## src/rtl/pixel_serializer.sv

```systemverilog
// Two-slot group buffer that serialises NUM_ENGINES-pixel groups onto an AXI4-Stream video master.
// Build macro PIXEL_SERIALIZER_TEST_PATTERN_EN adds a test_mode port that replaces tdata with an x/y pattern.
module pixel_serializer #(
    parameter int NUM_ENGINES = 3,
    parameter int RGB_SIZE    = 24,
    parameter int X_SIZE      = 640,
    parameter int Y_SIZE      = 480,
    parameter int TDATA_WIDTH = 32
) (
    input  logic                   aclk,
    input  logic                   aresetn,
    input  logic [RGB_SIZE-1:0]    in_rgb [NUM_ENGINES-1:0],
    input  logic                   in_valid,
    output logic                   in_ready,
    output logic [TDATA_WIDTH-1:0] out_tdata,
    output logic                   out_tvalid,
    input  logic                   out_tready,
`ifdef PIXEL_SERIALIZER_TEST_PATTERN_EN
    input  logic                   test_mode,
`endif
    output logic                   out_tuser,
    output logic                   out_tlast
);
    localparam int LW = (NUM_ENGINES > 1) ? $clog2(NUM_ENGINES) : 1;
    localparam int XW = (X_SIZE > 1) ? $clog2(X_SIZE) : 1;
    localparam int YW = (Y_SIZE > 1) ? $clog2(Y_SIZE) : 1;
    localparam logic [LW-1:0] LANE_LAST = LW'(NUM_ENGINES - 1);
    localparam logic [XW-1:0] X_LAST    = XW'(X_SIZE - 1);
    localparam logic [YW-1:0] Y_LAST    = YW'(Y_SIZE - 1);

    logic [RGB_SIZE-1:0] slot [2][NUM_ENGINES];
    logic                wp;
    logic                rp;
    logic [1:0]          occ;
    logic [LW-1:0]       lane;
    logic [XW-1:0]       x;
    logic [YW-1:0]       y;

    logic                   accept;
    logic                   fire;
    logic                   frame_end;
    logic                   release_slot;
    logic [RGB_SIZE-1:0]    cur_rgb;
    logic [TDATA_WIDTH-1:0] pixel_data;

    // Both ports are valid/ready: a transfer happens on a rising edge where valid and ready are
    // both high; valid and payload stay stable until then, and ready here depends on registers only.
    always_comb begin
        in_ready     = (occ != 2'd2);
        out_tvalid   = (occ != 2'd0);
        accept       = in_valid & in_ready;
        fire         = out_tvalid & out_tready;
        frame_end    = (x == X_LAST) && (y == Y_LAST);
        release_slot = fire & ((lane == LANE_LAST) | frame_end);
    end

    always_comb begin
        cur_rgb    = slot[rp][lane];
        pixel_data = TDATA_WIDTH'(cur_rgb);
`ifdef PIXEL_SERIALIZER_TEST_PATTERN_EN
        if (test_mode) begin
            pixel_data = TDATA_WIDTH'({8'(x), 8'(y), 8'hFF});
        end
`endif
        // Sideband and data read as zero while idle so reset and empty look identical.
        out_tdata = out_tvalid ? pixel_data : '0;
        out_tuser = out_tvalid & (x == '0) & (y == '0);
        out_tlast = out_tvalid & (x == X_LAST);
    end

    always_ff @(posedge aclk or negedge aresetn) begin
        if (!aresetn) begin
            wp   <= 1'b0;
            rp   <= 1'b0;
            occ  <= 2'd0;
            lane <= '0;
            x    <= '0;
            y    <= '0;
        end else begin
            if (accept) begin
                wp <= ~wp;
            end
            if (release_slot) begin
                rp <= ~rp;
            end
            case ({accept, release_slot})
                2'b10:   occ <= occ + 2'd1;
                2'b01:   occ <= occ - 2'd1;
                default: occ <= occ;
            endcase
            if (fire) begin
                // A frame ending mid-group drops the leftover lanes so the next group opens a frame.
                lane <= release_slot ? '0 : lane + LW'(1);
                if (x == X_LAST) begin
                    x <= '0;
                    y <= (y == Y_LAST) ? '0 : y + YW'(1);
                end else begin
                    x <= x + XW'(1);
                end
            end
        end
    end

    // Payload needs no reset: it is only observable once occupancy marks the slot as filled.
    always_ff @(posedge aclk) begin
        if (accept) begin
            for (int i = 0; i < NUM_ENGINES; i++) begin
                slot[wp][i] <= in_rgb[i];
            end
        end
    end

endmodule

```

## config.mk

```make
export PLATFORM = sky130hd
export DESIGN_NAME = pixel_serializer
export DESIGN_NICKNAME = d
export VERILOG_FILES = /design/src/rtl/pixel_serializer.sv
export SDC_FILE = /design/constraint.sdc
export NUM_CORES = 1
export LEC_CHECK = 0
export ABC_AREA = 1
export ABC_CLOCK_PERIOD_IN_PS = 6300
export CORE_MARGIN = 2
export CORE_UTILIZATION = 54
export DETAILED_ROUTE_END_ITERATION = 8
export PLACE_DENSITY = 0.8
export SLEW_MARGIN = 30
export SYNTH_ARGS = -nofsm -noshare
export SYNTH_HDL_FRONTEND = slang
export SYNTH_SLANG_ARGS = --single-unit
```

## constraint.sdc

```tcl
create_clock -name aclk -period 6.3 [get_ports aclk]
set_clock_uncertainty 0.2 [all_clocks]
set_input_delay 0.63 -clock aclk [delete_from_list [all_inputs] [get_ports aclk]]
set_output_delay 0.63 -clock aclk [all_outputs]
set_load 0.01 [all_outputs]
```

==> flow_summary.ini <==
[place]
gp_congestion = 0.8841
place_ws_ns = 2.868
port_buffers = 103
dp_hpwl_um = 9860

[floorplanning]
die_h_um = 119.8
ios = 112
initial_core_util = 0.5491
dieArea_sq_um = 14360
row_count = 42
coreArea_sq_um = 13190
fp.dieW_um = 119.8

[synth]
yosys_warnings = 0
synthMuxAreaShare = 0
syn-instance-count = 627
netlist_area_sq_um = 7243
ys.flop_type = edfxtp_1
synth_seq_cells = 169
synth_xor_area_frac = 0.007255
synth_top_family_by_area = simple AND/OR/NAND/NOR gates
postSynthAreaPerCell_sq_um = 11.55
synth-compound-area-share = 0.1214
yosys.area_share.simple = 0.1299
synth_adder_area_share = 0.01036
ys_seq_area_frac = 0.6834
synth_edf_count = 144
async_reset_ff_frac = 0.1479
synth.distinct_cells = 33

[grt]
grt_usage = 0.2265
antenna_found_initial = 0
grt_max_degree = 75
grt-ovfl-total = 0
grt_pass1_vias = 4814
grt_pass1_wl_um = 24870

[sta]
relSlewSlack = 0.3893
setup_viol = 0
finalCritPeriodShare = 0.6907
max_freq_mhz = 229.8
hold_viol_final = 0
layout_setup_ws_ns = 1.949
final.setup.tns_ns = 0
holdWs_ns = 0.002556
maxSlewViolCount = 0
rsz0062_at_grt = no
worst_pin_slew_ns = 0.9104
fin_crit_ns = 4.351

[routing]
routed_via_density = 5.490
wirelength_um = 15730
ant_nets = 0
post-route-drc-count = 0
drt-initial-drc-count = 634
wire_per_inst_um = 17.23
dr_total_vias = 5012
drt-pass1-iter-count = 8

[pwr]
sw_frac_of_total = 0.3508
power_frac_clock = 0.247
p_comb_frac = 0.341
power.static_leakage_nw = 3.292
switchingPower_mw = 1.441
p_int_mw = 2.667
power_density_nw_per_um2 = 459.7
power.share.sequential = 0.411
irDropWorstVdd_v = 0.0003291

[clocking]
cts_root_buf = clkbuf_16
hold_buffers = 0
cts_buffer_depth = 2
cts-htree-levels = 4
cts_made_buffers = 17
cts_tree = done
cts-resized-gates = 0
clkTransAtPathRegs_ns = 0.06
clock_sinks = 169
post_cts.repair.setup_buffers = 0
clock_latency_ns = 0.42

[critical_path]
critPathMaxStageDelay_ns = 0.82
r2r_slack_ns = 3.49
r2r-start = lane[0]$_DFFE_PN0P_
rr_endpoint = occ[1]$_DFFE_PN0P_
cp.arrival_ns = 3.52
setup.worst_path.class = reg2out
crit_path_cell_trace = clkinv_1 > nor2_4 > o21a_1 > o21ai_0 > a21oi_1 > clkdlybuf4s50_1
start_kind = flip-flop
cp.required_ns = 5.47
end_kind = primary output
path_max_fanout = 25
worst_path_max_delay_cell = nor2_4
reg2reg_depth = 9

[final_layout]
final_common_cell = edfxtp_1
final_cell_mix = edfxtp_1 (144), clkdlybuf4s50_1 (102), nor2_1 (95), o21ai_0 (93), nand2_1 (69)
drive_gt1_frac = 0.06920
nets = 806
fin_util = 0.6776
num_antenna_cells = 0
area_delta_synth_final_pct = 23.39

[worst_hold_path]
hp-class = in2async

[run_status]
status = finished clean

[flow_run]
cap_violations = 0
## area by class of cell
type | instances | area, sq um
repair buffers | 106 | 1056
well taps | 176 | 220.2
inverters | 36 | 140.1
multi-input cells | 394 | 1993
clock inverters | 13 | 141.4
fillers | 919 | 4253
flip-flops and latches | 169 | 4954
clock buffers | 19 | 432.9
## worst max-delay path: cells and delay by family (launching register included)
kind	cells	cell delay (ns)
buffers and inverters	2	1.34
AND/OR/NAND/NOR	1	0.82
AO/OA/AOI/OAI	3	0.53
flip-flops	1	0.39
## logic make-up (layout without fill, tap and decap cells)
family | after synthesis | count (layout)
simple gates | 211 | 211
xor+xnor | 6 | 6
fa+ha+maj | 6 | 6
buf+inv | 71 | 174
other cells | 1 | 8
compound gates | 163 | 163
flops | 169 | 169
## through the flow
step	area (sq um)	total power, mW	instances
after floorplan	7269	2.533	634
after global placement	8356	3.041	881
after detailed placement	8356	3.093	881
after CTS	8930	4.115	913
after global routing	8937	4.328	913
final	8937	4.108	913
## power groups by stage
stage / logic [mW] / clock network (mW) / registers (mW)
after global routing: 1.54 / 1.07 / 1.72
after floorplan: 0.911 / 0 / 1.62
after CTS: 1.40 / 1.03 / 1.69
after detailed placement: 1.38 / 0 / 1.71
after global placement: 1.35 / 0 / 1.70
final: 1.40 / 1.02 / 1.69
## cells in the mapped netlist, drive strengths merged, types with 9 or more instances
library cell | n | area share
edfxtp | 144 | 0.60
nand2 | 72 | 0.040
o21ai | 110 | 0.077
inv | 36 | 0.019
a21oi | 29 | 0.020
nand4 | 9 | 0.0086
clkbuf | 12 | 0.0064
o21a | 24 | 0.025
nand3 | 21 | 0.016
dfrtp | 25 | 0.086
nor2 | 104 | 0.061
buf | 23 | 0.022
## how the worst max path moves through the flow
| stage | from | end | slack [ns] |
|---|---|---|---|
| floorplan | occ[0]$_DFFE_PN0P_ | slot[1][0]$_DFFE_PP_ | 1.80 |
| global placement | rp$_DFFE_PN0P_ | out_tdata[6] | 2.34 |
| detailed placement | rp$_DFFE_PN0P_ | out_tdata[12] | 2.87 |
| CTS | rp$_DFFE_PN0P_ | out_tdata[6] | 2.39 |
| global route | lane[1]$_DFFE_PN0P_ | out_tdata[23] | 1.75 |
| finish | lane[1]$_DFFE_PN0P_ | out_tdata[8] | 1.95 |
## flip-flops by register name (all words and copies together) (netlist names)
| signal | cells |
|---|---|
| wp | 1 |
| y | 9 |
| occ | 2 |
| slot | 144 |
| lane | 2 |
| rp | 1 |
| x | 10 |
## layer usage
metal  global-route usage  vias up  wire length [um]
met5                    0        -                 0
met4              0.07941        0               257
met3              0.05466       22               997
met2               0.3589      210              7704
met1               0.3091     2393              6769
li1                     -     2387                 -
(Power assumes the default switching activity.)
